===== config.mk =====
export PLATFORM = sky130hd
export DESIGN_NAME = clk_switch_monitor
export DESIGN_NICKNAME = d
export VERILOG_FILES = /design/src/rtl/clk_switch_monitor.sv
export SDC_FILE = /design/constraint.sdc
export NUM_CORES = 1
export LEC_CHECK = 0
export ABC_AREA = 1
export CORE_AREA = 2 2 69 71
export CTS_CLUSTER_SIZE = 30
export DETAILED_ROUTE_END_ITERATION = 6
export DIE_AREA = 0 0 71 73
export DONT_BUFFER_PORTS = 1
export REMOVE_ABC_BUFFERS = 1
export SKIP_CTS_REPAIR_TIMING = 1
export SLEW_MARGIN = 25
export SYNTH_ARGS = -nofsm -noshare
export SYNTH_HDL_FRONTEND = slang
export SYNTH_SLANG_ARGS = --single-unit

===== constraint.sdc =====
create_clock -name clk -period 4.12 [get_ports clk]
set_input_delay 0.824 -clock clk [delete_from_list [all_inputs] [get_ports clk]]
set_output_delay 0.824 -clock clk [all_outputs]
set_load 0.02 [all_outputs]

===== src/rtl/clk_switch_monitor.sv =====
// clk_switch_monitor
// Observes the output of the glitch-free clock switch by sampling it as data
// on a fast free-running clock. Every completed high/low phase is measured and
// classified; a small FSM locks onto source A (fast) or B (slow), and flags
// runt phases, a stopped output and A<->B changeovers. All status is in the
// clk domain, so a status register can read it without a CDC.
module clk_switch_monitor #(
    parameter int CNT_W      = 8,
    parameter int A_HALF_MIN = 4,
    parameter int A_HALF_MAX = 6,
    parameter int B_HALF_MIN = 9,
    parameter int B_HALF_MAX = 11,
    parameter int GLITCH_MAX = 2,
    parameter int STOP_LIMIT = 64
) (
    input  logic             clk,
    input  logic             rst,
    input  logic             mon_clk,
    input  logic             en,
    input  logic             clr,
    output logic [1:0]       src,
    output logic             switch_pulse,
    output logic             glitch_pulse,
    output logic             glitch,
    output logic             stopped,
    output logic [CNT_W-1:0] last_width,
    output logic [7:0]       switch_cnt
);

    typedef enum logic [2:0] {
        S_IDLE,
        S_SKIP,
        S_ACQ,
        S_LOCK_A,
        S_LOCK_B,
        S_STOP
    } state_t;

    typedef enum logic [1:0] {
        PH_GLITCH,
        PH_A,
        PH_B,
        PH_STRETCH
    } phase_t;

    // Source class encoding doubles as the src output encoding.
    localparam logic [1:0] CLS_NONE = 2'd0;
    localparam logic [1:0] CLS_A    = 2'd1;
    localparam logic [1:0] CLS_B    = 2'd2;

    localparam logic [CNT_W-1:0] W_GLITCH = CNT_W'(GLITCH_MAX);
    localparam logic [CNT_W-1:0] W_A_MIN  = CNT_W'(A_HALF_MIN);
    localparam logic [CNT_W-1:0] W_A_MAX  = CNT_W'(A_HALF_MAX);
    localparam logic [CNT_W-1:0] W_B_MIN  = CNT_W'(B_HALF_MIN);
    localparam logic [CNT_W-1:0] W_B_MAX  = CNT_W'(B_HALF_MAX);
    localparam logic [CNT_W-1:0] W_STOP   = CNT_W'(STOP_LIMIT);
    localparam logic [CNT_W-1:0] CNT_ONE  = CNT_W'(1);
    localparam logic [CNT_W-1:0] CNT_SAT  = '1;

    // Anything that is neither a runt nor a legal half-period is a stretch,
    // which the switch produces while it holds the output low in a changeover.
    function automatic phase_t classify(input logic [CNT_W-1:0] w);
        if (w <= W_GLITCH)                return PH_GLITCH;
        if (w >= W_A_MIN && w <= W_A_MAX) return PH_A;
        if (w >= W_B_MIN && w <= W_B_MAX) return PH_B;
        return PH_STRETCH;
    endfunction

    logic             sync1_q, sync2_q, hist_q;
    logic [CNT_W-1:0] run_cnt_q, run_cnt_d;
    state_t           state_q, state_d;
    logic [1:0]       acq_prev_q, acq_prev_d;
    logic [1:0]       last_locked_q, last_locked_d;

    logic [1:0]       src_q, src_d;
    logic             switch_pulse_q, switch_pulse_d;
    logic             glitch_pulse_q, glitch_pulse_d;
    logic             glitch_q, glitch_d;
    logic             stopped_q, stopped_d;
    logic [CNT_W-1:0] last_width_q, last_width_d;
    logic [7:0]       switch_cnt_q, switch_cnt_d;

    logic             edge_det;
    logic             stop_hit;
    phase_t           phase;
    phase_t           own_phase;
    logic [1:0]       phase_cls;
    logic             glitch_ev;
    logic             lock_ev;
    logic             switch_ev;

    // Two-flop synchronizer plus one history flop for edge detection.
    always_ff @(posedge clk or posedge rst) begin
        if (rst) begin
            sync1_q <= 1'b0;
            sync2_q <= 1'b0;
            hist_q  <= 1'b0;
        end else begin
            // NOTE: non-blocking assignments let every flop sample the
            // pre-edge value of its neighbour, which is what makes this a
            // shift chain rather than a single wire.
            sync1_q <= mon_clk;
            sync2_q <= sync1_q;
            hist_q  <= sync2_q;
        end
    end

    assign edge_det  = sync2_q ^ hist_q;
    assign stop_hit  = (run_cnt_q == W_STOP);
    assign phase     = classify(run_cnt_q);
    assign own_phase = (state_q == S_LOCK_A) ? PH_A : PH_B;
    assign phase_cls = (phase == PH_A) ? CLS_A :
                       (phase == PH_B) ? CLS_B : CLS_NONE;

    // Phase width counter: restarts at 1 on each edge, saturates, cleared while disabled.
    always_comb begin
        if (!en) begin
            run_cnt_d = '0;
        end else if (edge_det) begin
            run_cnt_d = CNT_ONE;
        end else if (run_cnt_q != CNT_SAT) begin
            run_cnt_d = run_cnt_q + CNT_ONE;
        end else begin
            run_cnt_d = run_cnt_q;
        end
    end

    // Width counter register.
    always_ff @(posedge clk or posedge rst) begin
        if (rst) run_cnt_q <= '0;
        else     run_cnt_q <= run_cnt_d;
    end

    // FSM state register, including the pending-pair class used in ACQ.
    always_ff @(posedge clk or posedge rst) begin
        if (rst) begin
            state_q       <= S_IDLE;
            acq_prev_q    <= CLS_NONE;
            last_locked_q <= CLS_NONE;
        end else begin
            state_q       <= state_d;
            acq_prev_q    <= acq_prev_d;
            last_locked_q <= last_locked_d;
        end
    end

    // FSM next-state logic: edges are judged by the completed width; a
    // same-cycle edge takes precedence over the stop limit.
    always_comb begin
        // NOTE: every signal assigned here gets a default first so no path
        // leaves it unassigned, which would infer a latch.
        state_d    = state_q;
        acq_prev_d = acq_prev_q;
        glitch_ev  = 1'b0;
        lock_ev    = 1'b0;
        if (!en) begin
            state_d    = S_IDLE;
            acq_prev_d = CLS_NONE;
        end else begin
            unique case (state_q)
                S_IDLE: state_d = S_SKIP;
                S_SKIP: begin
                    if (edge_det) begin
                        state_d    = S_ACQ;
                        acq_prev_d = CLS_NONE;
                    end else if (stop_hit) begin
                        state_d = S_STOP;
                    end
                end
                S_ACQ: begin
                    if (edge_det) begin
                        glitch_ev = (phase == PH_GLITCH);
                        if (phase_cls != CLS_NONE && phase_cls == acq_prev_q) begin
                            lock_ev    = 1'b1;
                            state_d    = (phase_cls == CLS_A) ? S_LOCK_A : S_LOCK_B;
                            acq_prev_d = CLS_NONE;
                        end else begin
                            acq_prev_d = phase_cls;
                        end
                    end else if (stop_hit) begin
                        state_d = S_STOP;
                    end
                end
                S_LOCK_A, S_LOCK_B: begin
                    if (edge_det) begin
                        if (phase != own_phase) begin
                            glitch_ev  = (phase == PH_GLITCH);
                            state_d    = S_ACQ;
                            acq_prev_d = CLS_NONE;
                        end
                    end else if (stop_hit) begin
                        state_d = S_STOP;
                    end
                end
                S_STOP: begin
                    if (edge_det) state_d = S_SKIP;
                end
                default: state_d = S_IDLE;
            endcase
        end
    end

    // Output logic: next values of every registered status output.
    always_comb begin
        src_d          = (state_d == S_LOCK_A) ? CLS_A :
                         (state_d == S_LOCK_B) ? CLS_B : CLS_NONE;
        stopped_d      = (state_d == S_STOP);
        switch_ev      = lock_ev && (last_locked_q != CLS_NONE) &&
                         (last_locked_q != phase_cls);
        switch_pulse_d = switch_ev;
        glitch_pulse_d = glitch_ev;
        last_locked_d  = lock_ev ? phase_cls : last_locked_q;
        last_width_d   = (en && edge_det) ? run_cnt_q : last_width_q;
        // A clear wins over a same-cycle set or increment.
        glitch_d       = clr ? 1'b0 : (glitch_q | glitch_ev);
        switch_cnt_d   = clr ? 8'd0 : (switch_cnt_q + {7'd0, switch_ev});
    end

    // Output registers.
    always_ff @(posedge clk or posedge rst) begin
        if (rst) begin
            src_q          <= CLS_NONE;
            switch_pulse_q <= 1'b0;
            glitch_pulse_q <= 1'b0;
            glitch_q       <= 1'b0;
            stopped_q      <= 1'b0;
            last_width_q   <= '0;
            switch_cnt_q   <= 8'd0;
        end else begin
            src_q          <= src_d;
            switch_pulse_q <= switch_pulse_d;
            glitch_pulse_q <= glitch_pulse_d;
            glitch_q       <= glitch_d;
            stopped_q      <= stopped_d;
            last_width_q   <= last_width_d;
            switch_cnt_q   <= switch_cnt_d;
        end
    end

    assign src          = src_q;
    assign switch_pulse = switch_pulse_q;
    assign glitch_pulse = glitch_pulse_q;
    assign glitch       = glitch_q;
    assign stopped      = stopped_q;
    assign last_width   = last_width_q;
    assign switch_cnt   = switch_cnt_q;

endmodule


### After elaboration in Yosys (flattened, before gate mapping)

Index checks and enable logic that the tools add are counted.

* $lt $le $gt $ge: 5
* shift-type cells: 0
* reduce and logical (&&, ||, !) cells: 12
* muxes and demuxes: 48
* $add $sub $neg: 2
* bitwise logic cells: 2
* equal/unequal tests: 22
* $mul: 0
* div/mod/pow operators: 0

Operators by type and width (count)
* 2-bit 2-to-1 mux: 17
* 8-bit 2-to-1 mux: 4
* 3-bit 2-to-1 mux: 9
* 1-bit 2-to-1 mux: 15
* 3-bit case mux with 5 select lines: 1
* 3-bit equality test (second input constant): 4
* 3-bit inequality test (second input constant): 4
* 3-bit by 2-bit equality test with 1-bit output (second input constant): 3
* 8-bit by 1-bit adder with 8-bit output: 1
* 8-bit by 1-bit adder with 8-bit output (second input constant): 1
* 8-bit by 7-bit equality test with 1-bit output (second input constant): 1
* 8-bit by 3-bit greater-or-equal comparator with 1-bit output (second input constant): 1
* 8-bit by 4-bit greater-or-equal comparator with 1-bit output (second input constant): 1
* 8-bit by 2-bit less-or-equal comparator with 1-bit output (second input constant): 1
* 8-bit by 3-bit less-or-equal comparator with 1-bit output (second input constant): 1
* 8-bit by 4-bit less-or-equal comparator with 1-bit output (second input constant): 1
* 8-bit inequality test (second input constant): 1
* 1-bit logical AND: 6
* 2-bit case mux with 3 select lines: 1
* 5-bit AND reduction: 1
* 2-bit by 1-bit equality test with 1-bit output (second input constant): 2
* 2-bit inequality test: 2
* 4-bit by 1-bit inequality test with 1-bit output (second input constant): 1
* 2-bit nonzero test: 2
* 10 further kinds: 10

* bits in writable memories: 0
* output and inout port bits: 22
* latch bits: 0
* bits in read-only memories: 0
* memories kept: 0
* flip-flop bits (word level): 40

### Logic depth before layout (Yosys ltp)

Gate-level depths: netlist of the first run.

* depth after elaboration: 22
* gate-level depth with buffers: 22
* gate-level depth less buffers: 22

### Least setup slack after synthesis of the first run

OpenSTA, ideal clock, no wires.

* path type: register to register
* from: register run_cnt_q[0]
* to: register switch_cnt_q[6] (netlist: switch_cnt[6])
* slack: 1154 ps
* stages on the path, launching flop included: 22
* arrival: 2832 ps
* setup time: 134 ps
* required time: 3986 ps
* cell sequence: dfrtp_1 > inv_1 > ha_1 > inv_1 > nor2_1 > nor2_1 > nand2_1 > nand2_1 > inv_1 > ha_1 > a21boi_0 > nand3_1 > inv_1 > nand4_1 > nor2_1 > ha_1 > ha_1 > nand2_1 > nor3_1 > nand2_1 > nor2_1 > nor3_1

* elaborated cells on any way between the ends: 34

RTL lines
* from (decl): line 70 `logic [CNT_W-1:0] run_cnt_q, run_cnt_d;`
* from (signal assigned): line 131 `else run_cnt_q <= run_cnt_d;`
* 8-bit by 4-bit greater-or-equal comparator with 1-bit output or 8-bit by 4-bit less-or-equal comparator with 1-bit output (tied branches): line 65 `if (w >= W_B_MIN && w <= W_B_MAX) return PH_B;`
* 1-bit logical AND: line 65
* 1-bit 2-to-1 mux (2 in series): line 65
* 1-bit 2-to-1 mux: line 64 `if (w >= W_A_MIN && w <= W_A_MAX) return PH_A;`
* 2-bit 2-to-1 mux: line 66 `return PH_STRETCH;`
* 2-bit 2-to-1 mux: line 65
* 2-bit 2-to-1 mux *: line 64
* 2-bit by 1-bit equality test with 1-bit output *: line 112 `assign phase_cls = (phase == PH_A) ? CLS_A :`
* [1 not listed]
* net phase_cls[0]: line 87 `logic [1:0] phase_cls;`
* [4 not listed]
* 1-bit 2-to-1 mux: line 160 `unique case (state_q)`
* 1-bit 2-to-1 mux: line 156 `if (!en) begin`
* 1-bit logical AND: line 208 `switch_ev = lock_ev && (last_locked_q != CLS_NONE) &&`
* 1-bit logical AND *: line 208
* net switch_ev: line 90 `logic switch_ev;`
* 8-bit by 1-bit adder with 8-bit output *: line 216 `switch_cnt_d = clr ? 8'd0 : (switch_cnt_q + {7'd0, switch_ev});`
* 8-bit 2-to-1 mux *: line 216
* net switch_cnt_d[6]: line 81 `logic [7:0] switch_cnt_q, switch_cnt_d;`
* to (signal assigned): line 236 `switch_cnt_q <= switch_cnt_d;`
* to (decl): line 81

Mark *: on every way through the listed nets, which the timed path passes. The rest lies on a longest branch. The select of a mux whose other input is x is not followed.
A chain may end at the register's enable or synchronous reset.

### Final worst setup path of the first run

Same ends and word-level chain as after synthesis.

==> results.sh, run 1 <==
export IMPL_slowest_delay_ns=0.42
export IMPL_grt_antenna_before_repair=0
export IMPL_layout_cell_area_non_filler_sq_um=2321
export IMPL_post_dp_hpwl_microns=3108
export IMPL_clock_latency_on_the_worst_skew_pair_ns=0.30
export IMPL_wl_microns=4100
export IMPL_setup_viol=0
export IMPL_first_global_vias=1490
export IMPL_chipWidth_microns=71
export IMPL_antenna_violating_nets_post_route=0
export IMPL_power_per_cell_area_nw_per_um2=332.6
export IMPL_floorplan_die_height_microns=73
export IMPL_most_repeated_cell_in_the_gate_level_netlist_after_synthesis="sky130_fd_sc_hd__nand2_1"
export IMPL_timing_setup_critical_path_class="reg2reg"
export IMPL_cts_sink_count=40
export IMPL_finalPower_uw=772.1
export IMPL_finalMaxSlewViolations=0
export IMPL_crit_path_start_kind="flip-flop"
export IMPL_num_cts_buffers=5
export IMPL_crit_chain="inv_1, ha_1, inv_1, nor2_1, nor2_1, nand2_1, nand2_1, inv_1, ha_1, a21boi_0, nand3_1, inv_1, nand4_1, nor2_1, ha_1, ha_1, nand2_1, nor3_1, nand2_1, nor2_1, nor3_1"
export IMPL_finalCoreUtilization_pct=51.17
export IMPL_fraction_of_layout_instances_using_a_drive_strength_above_1_pct=11.94
export IMPL_power_net_switching_uw=208.4
export IMPL_detailed_place_area_sq_um=2227
export IMPL_finalCritPeriodShare_pct=82.71
export IMPL_synth_warning_count=0
export IMPL_num_fill_cells=438
export IMPL_seq_power_share_pct=53.7
export IMPL_static_leakage_power_uw=0.001182
export IMPL_intPower_uw=563.7
export IMPL_layout_min_cycle_time_ns=3.408
export IMPL_ctsHtreeMaxLevel=2
export IMPL_first_pass_iters=4
export IMPL_final_hold_worst_slack_ns=0.3557
export IMPL_finalHoldViolations=0
export IMPL_std_cell_rows=25
export IMPL_crit_path_max_fanout=6
export IMPL_syn_cell_area_sq_um=2168
export IMPL_design_final_nets=283
export IMPL_p_sw_share_pct=26.99
export IMPL_pin_count_of_the_biggest_net_entering_global_routing=41
export IMPL_power_share_clock_pct=35.3
export IMPL_worst_ir_drop_vdd_mv=0.1277
export IMPL_groute_usage_overall_pct=17.19
export IMPL_timing_slew_headroom_pct=66.82
export IMPL_n_antenna_cell=0
export IMPL_final_setup_skew_ns=0.01071
export IMPL_worst_slew_pin_transition_ns=0.4977
export IMPL_portBuffers=0
export IMPL_cts_tree="built"
export IMPL_drt_drc_violations_left=0
export IMPL_ys_dominant_reg_cell="sky130_fd_sc_hd__dfrtp_1"
export IMPL_cap_violations=0
export IMPL_worstSetupEndpointType="flip-flop"
export IMPL_syn2layout_area_growth_pct=7.040
export IMPL_synthArstFlopShare_pct=100.0
export IMPL_netlist_instances=262
export IMPL_post_synth_top_area_cell="sky130_fd_sc_hd__dfrtp_1"
export IMPL_pin_count=27
export IMPL_route_detailed_wl_per_inst_microns=12.73
export IMPL_tns_ns=0
export IMPL_yosys_register_bits=40
export IMPL_clk_path_buf_depth=2
export IMPL_yosysSeqAreaShare_pct=46.16
export IMPL_path_delay_family="simple AND/OR/NAND/NOR gates"
export IMPL_grt_first_pass_wirelength_microns=6927
export IMPL_cp_data_arrival_time_ns=3.60
export IMPL_drt_initial_drc_count=102
export IMPL_grt_overflow_total=0
export IMPL_outcome="complete, no violations"
export IMPL_vias=1645
export IMPL_synth_area_per_cell_sq_um=8.276
export IMPL_maxClockFrequency_ghz=0.2935
export IMPL_cts_clk_slew_worst_paths_ns=0.07
export IMPL_cp_slowest_cell="sky130_fd_sc_hd__dfrtp_1"
export IMPL_synth_top_cells_by_count="sky130_fd_sc_hd__nand2_1, sky130_fd_sc_hd__dfrtp_1, sky130_fd_sc_hd__inv_1"
export IMPL_cts_root_buffer="sky130_fd_sc_hd__clkbuf_8"
export IMPL_placeableCoreArea_sq_um=4536
export IMPL_min_path_type="reg2reg"
export IMPL_post_drt_via_cell_ratio=5.109
export IMPL_cp_buffers_inverters=4
export IMPL_grt_setup_unrepaired="false"
export IMPL_pwr_share_comb_pct=10.9
export IMPL_synth_cell_types=34
export IMPL_gpl_congestion=0.8896
export IMPL_synth_edff_count=0
export IMPL_synth_top_cells_by_area="sky130_fd_sc_hd__dfrtp_1, sky130_fd_sc_hd__nand2_1, sky130_fd_sc_hd__inv_1"
export IMPL_design_die_area_sq_um=5183
export IMPL_netlist_area_leader_share_pct=46.16
export IMPL_worst_endpoint_required_ns=4.31
export IMPL_floorplan_initialDensity_pct=47.81
[state kept, by name (all words and copies together) (netlist names)]
register	flops
sync2_q	1
switch_cnt	8
src	2
sync1_q	1
hist_q	1
run_cnt_q	8
stopped	1
last_locked_q	2
acq_prev_q	2
glitch_pulse	1
switch_pulse	1
glitch	1
last_width	8
state_q	3
[path summary, 6_finish.rpt]
| check | from | depth (start not counted) | end | slack (ns) |
|---|---|---|---|---|
| max in group asynchronous | rst | 2 | src[1] | 3.24 |
| min in group asynchronous | rst | 2 | last_width[3] | 0.53 |
| max reg2reg | run_cnt_q[0] | 21 | switch_cnt[6] | 0.71 |
| min reg2reg | sync1_q | 0 | sync2_q | 0.36 |
| max | run_cnt_q[0] | 21 | switch_cnt[6] | 0.71 |
| min | sync1_q | 0 | sync2_q | 0.36 |
[cell families (layout without fill, tap and decap cells)]
group,count (synthesis),count (layout),share of synthesized area (%)
xor+xnor,1,1,0.4040
fa+ha+maj,11,11,6.347
flops,40,40,46.16
compound gates,41,41,11.14
simple gates,122,122,27.52
buf+inv,47,53,8.424
[per-layer routing]
metal	GRT usage (%)	up-vias	part of all wire (%)
li1	-	853	-
met1	22.09	746	47
met2	26.90	38	44
met3	5.663	8	6.3
met4	6.918	0	2.0
met5	0	-	0
[layout make-up]
| cell class | instances | area [sq um] | area share, % |
|---|---|---|---|
| Clock buffer | 7 | 86.33 | 3.720 |
| Timing Repair Buffer | 1 | 7.507 | 0.3234 |
| Tap cell | 54 | 67.56 | 2.911 |
| Clock inverter | 1 | 7.507 | 0.3234 |
| Inverter | 44 | 166.4 | 7.170 |
| Multi-Input combinational cell | 175 | 984.7 | 42.43 |
| Sequential cell | 40 | 1001 | 43.13 |
[layout by cell type (no fill, tap or decap), types with 6 or more instances in the layout]
cell | Yosys | final
sky130_fd_sc_hd__inv_1 | 39 | 39
sky130_fd_sc_hd__dfrtp_1 | 40 | 40
sky130_fd_sc_hd__nor2_1 | 25 | 25
sky130_fd_sc_hd__o21ai_0 | 17 | 17
sky130_fd_sc_hd__ha_1 | 11 | 11
sky130_fd_sc_hd__nand2_1 | 45 | 45
sky130_fd_sc_hd__a21oi_1 | 10 | 10
sky130_fd_sc_hd__nand3_1 | 22 | 22
sky130_fd_sc_hd__nand2_2 | 10 | 10
sky130_fd_sc_hd__clkbuf_8 | 0 | 6
[power groups by stage]
stage | Sequential (uW) | Clock [uW] | Combinational, uW
after CTS | 415 | 282 | 85.0
after global routing | 417 | 294 | 98.5
after floorplan | 420 | 0 | 67.5
after detailed placement | 423 | 0 | 84.6
after global placement | 422 | 0 | 84.9
final | 415 | 273 | 84.4
[stage by stage]
step | std cells | setup slack, ns
after floorplan | 259 | 1.168
after global placement | 314 | 0.7668
after detailed placement | 314 | 0.7076
after CTS | 322 | 0.6996
after global routing | 322 | 0.1991
final | 322 | 0.7124
Power figures use the tool's default switching activity.
==> inputs of run 2 (changes only) <==
Clock period 4.12 ns to 3.4 ns, I/O delays scaled along.
==> results.sh, run 2 (synthesis gave the netlist of run 1 again) <==
export IMPL_seqCellArea_sq_um=1001
export IMPL_syn2layout_area_growth_pct=10.33
export IMPL_grt_setup_unrepaired="false"
export IMPL_finish_cell_count_without_fillers=326
export IMPL_met3_wirelength_from_detailed_routing_microns=232
export IMPL_ctsHtreeMaxLevel=2
export IMPL_most_frequent_standard_cell_in_the_layout_excluding_fill_and_tap_cells="sky130_fd_sc_hd__nand2_1"
export IMPL_crit_chain="buf_4, ha_1, o211ai_1, nand2_1, ha_1, a21boi_1, nand3_1, inv_2, nand4_1, nor2_2, ha_1, nand3_1, nor2_1, nand3_1, nor2_1, xnor2_1, nor2_1"
export IMPL_min_path_type="reg2reg"
export IMPL_routed_wl_met2_microns=1921
export IMPL_layout_min_cycle_time_ns=3.043
export IMPL_crit_path_start_kind="flip-flop"
export IMPL_chipWidth_microns=71
export IMPL_worst_slew_pin_transition_ns=0.7720
export IMPL_groute_usage_overall_pct=18.49
export IMPL_clock_latency_on_the_worst_skew_pair_ns=0.31
export IMPL_finalPower_uw=1027
export IMPL_setup_viol=0
export IMPL_cp_slowest_cell="sky130_fd_sc_hd__dfrtp_1"
export IMPL_drt_initial_drc_count=82
export IMPL_post_drt_via_cell_ratio=5.239
export IMPL_placeableCoreArea_sq_um=4536
export IMPL_worst_ir_drop_vdd_mv=0.1608
export IMPL_pwr_share_comb_pct=10.5
export IMPL_pin_count_of_the_biggest_net_entering_global_routing=22
export IMPL_design_final_nets=287
export IMPL_crit_path_max_fanout=5
export IMPL_slowest_delay_ns=0.41
export IMPL_tns_ns=0
export IMPL_antenna_violating_nets_post_route=0
export IMPL_final_setup_skew_ns=0.01375
export IMPL_power_share_clock_pct=40.6
export IMPL_rrSetupSlack_ns=0.36
export IMPL_worst_endpoint_required_ns=3.60
export IMPL_wl_microns=4312
export IMPL_cts_root_buffer="sky130_fd_sc_hd__clkbuf_8"
export IMPL_first_pass_iters=4
export IMPL_intPower_uw=761.0
export IMPL_gpl_congestion=0.8914
export IMPL_placed_cells_incl_taps=316
export IMPL_multi_input_area_sq_um=998.5
export IMPL_mostFrequentLayoutCells="sky130_fd_sc_hd__nand2_1, sky130_fd_sc_hd__dfrtp_1, sky130_fd_sc_hd__inv_1"
export IMPL_floorplan_die_height_microns=73
export IMPL_cts_sink_count=40
export IMPL_worstSetupEndpointType="flip-flop"
export IMPL_design_die_area_sq_um=5183
export IMPL_std_cell_rows=25
export IMPL_vias=1708
export IMPL_seq_power_share_pct=48.9
export IMPL_grt_first_pass_wirelength_microns=7452
export IMPL_first_global_vias=1598
export IMPL_timing_setup_critical_path_class="reg2reg"
export IMPL_maxClockFrequency_ghz=0.3286
export IMPL_routedLengthMet1_microns=2041
export IMPL_fraction_of_layout_instances_using_a_drive_strength_above_1_pct=15.44
export IMPL_cts_clk_slew_worst_paths_ns=0.09
export IMPL_route_detailed_wl_per_inst_microns=13.23
export IMPL_cp_data_arrival_time_ns=3.24
export IMPL_post_dp_hpwl_microns=3155
export IMPL_timing_slew_headroom_pct=48.48
export IMPL_floorplan_initialDensity_pct=47.81
export IMPL_cts_tree="built"
export IMPL_portBuffers=0
export IMPL_power_per_cell_area_nw_per_um2=429.4
export IMPL_drt_drc_violations_left=0
export IMPL_pin_count=27
export IMPL_num_cts_buffers=5
export IMPL_routed_top_layer="met4"
export IMPL_n_antenna_cell=0
export IMPL_finalMaxSlewViolations=0
export IMPL_finalCritPeriodShare_pct=89.51
export IMPL_outcome="complete, no violations"
export IMPL_grt_overflow_total=0
export IMPL_clk_path_buf_depth=2
export IMPL_grt_antenna_before_repair=0
export IMPL_num_fill_cells=419
export IMPL_power_net_switching_uw=266.2
export IMPL_static_leakage_power_uw=0.001234
export IMPL_finalHoldViolations=0
export IMPL_p_sw_share_pct=25.91
export IMPL_cap_violations=0
-- run 2: layout make-up --
type | instances | share of cell area, %
Clock buffer | 6 | 3.452
Multi-Input combinational cell | 175 | 41.74
Sequential cell | 40 | 41.84
Clock inverter | 2 | 1.621
Timing Repair Buffer | 5 | 1.569
Tap cell | 54 | 2.824
Inverter | 44 | 6.956
-- run 2: critical path: cells and delay by family (launching register included) --
family	cells	cell delay [ns]
adder cells (fa/ha/maj)	3	0.68
AND/OR/NAND/NOR	9	1.12
flip-flops	1	0.41
XOR/XNOR	1	0.13
AO/OA/AOI/OAI	2	0.35
buffers and inverters	2	0.27
-- run 2: metrics by stage --
stage	cell area [sq um]	utilization [%]	setup slack [ns]	hold slack (ns)
6_report	2392	52.74	0.3567	0.3534
5_1_grt	2392	52.74	0.0002862	0.3690
4_1_cts	2364	52.11	0.1306	0.3556
2_1_floorplan	2152	-	0.4485	0.3312
3_5_place_dp	2242	49.43	0.1398	0.3364
3_3_place_gp	2242	49.43	0.1935	0.3340
-- run 2: layer usage --
| layer | vias up | global-route usage [%] |
|---|---|---|
| met4 | 0 | 7.966 |
| met3 | 11 | 5.801 |
| li1 | 866 | - |
| met5 | - | 0 |
| met1 | 792 | 23.39 |
| met2 | 39 | 29.39 |
-- run 2: final timing paths --
| check | from | to | depth (start not counted) |
|---|---|---|---|
| setup / recovery | run_cnt_q[1] | switch_cnt[7] | 17 |
| hold / removal | sync1_q | sync2_q | 0 |
| setup reg to reg | run_cnt_q[1] | switch_cnt[7] | 17 |
| hold reg to reg | sync1_q | sync2_q | 0 |
| max in group asynchronous | rst | src[1] | 2 |
| min in group asynchronous | rst | last_width[1] | 1 |
-- run 2: power groups by stage --
| stage | combinational [uW] | sequential (uW) | clock (uW) |
|---|---|---|---|
| final | 108 | 502 | 417 |
| after detailed placement | 103 | 512 | 0 |
| after global placement | 103 | 512 | 0 |
| after CTS | 104 | 503 | 426 |
| after floorplan | 81.8 | 509 | 0 |
| after global routing | 127 | 504 | 441 |
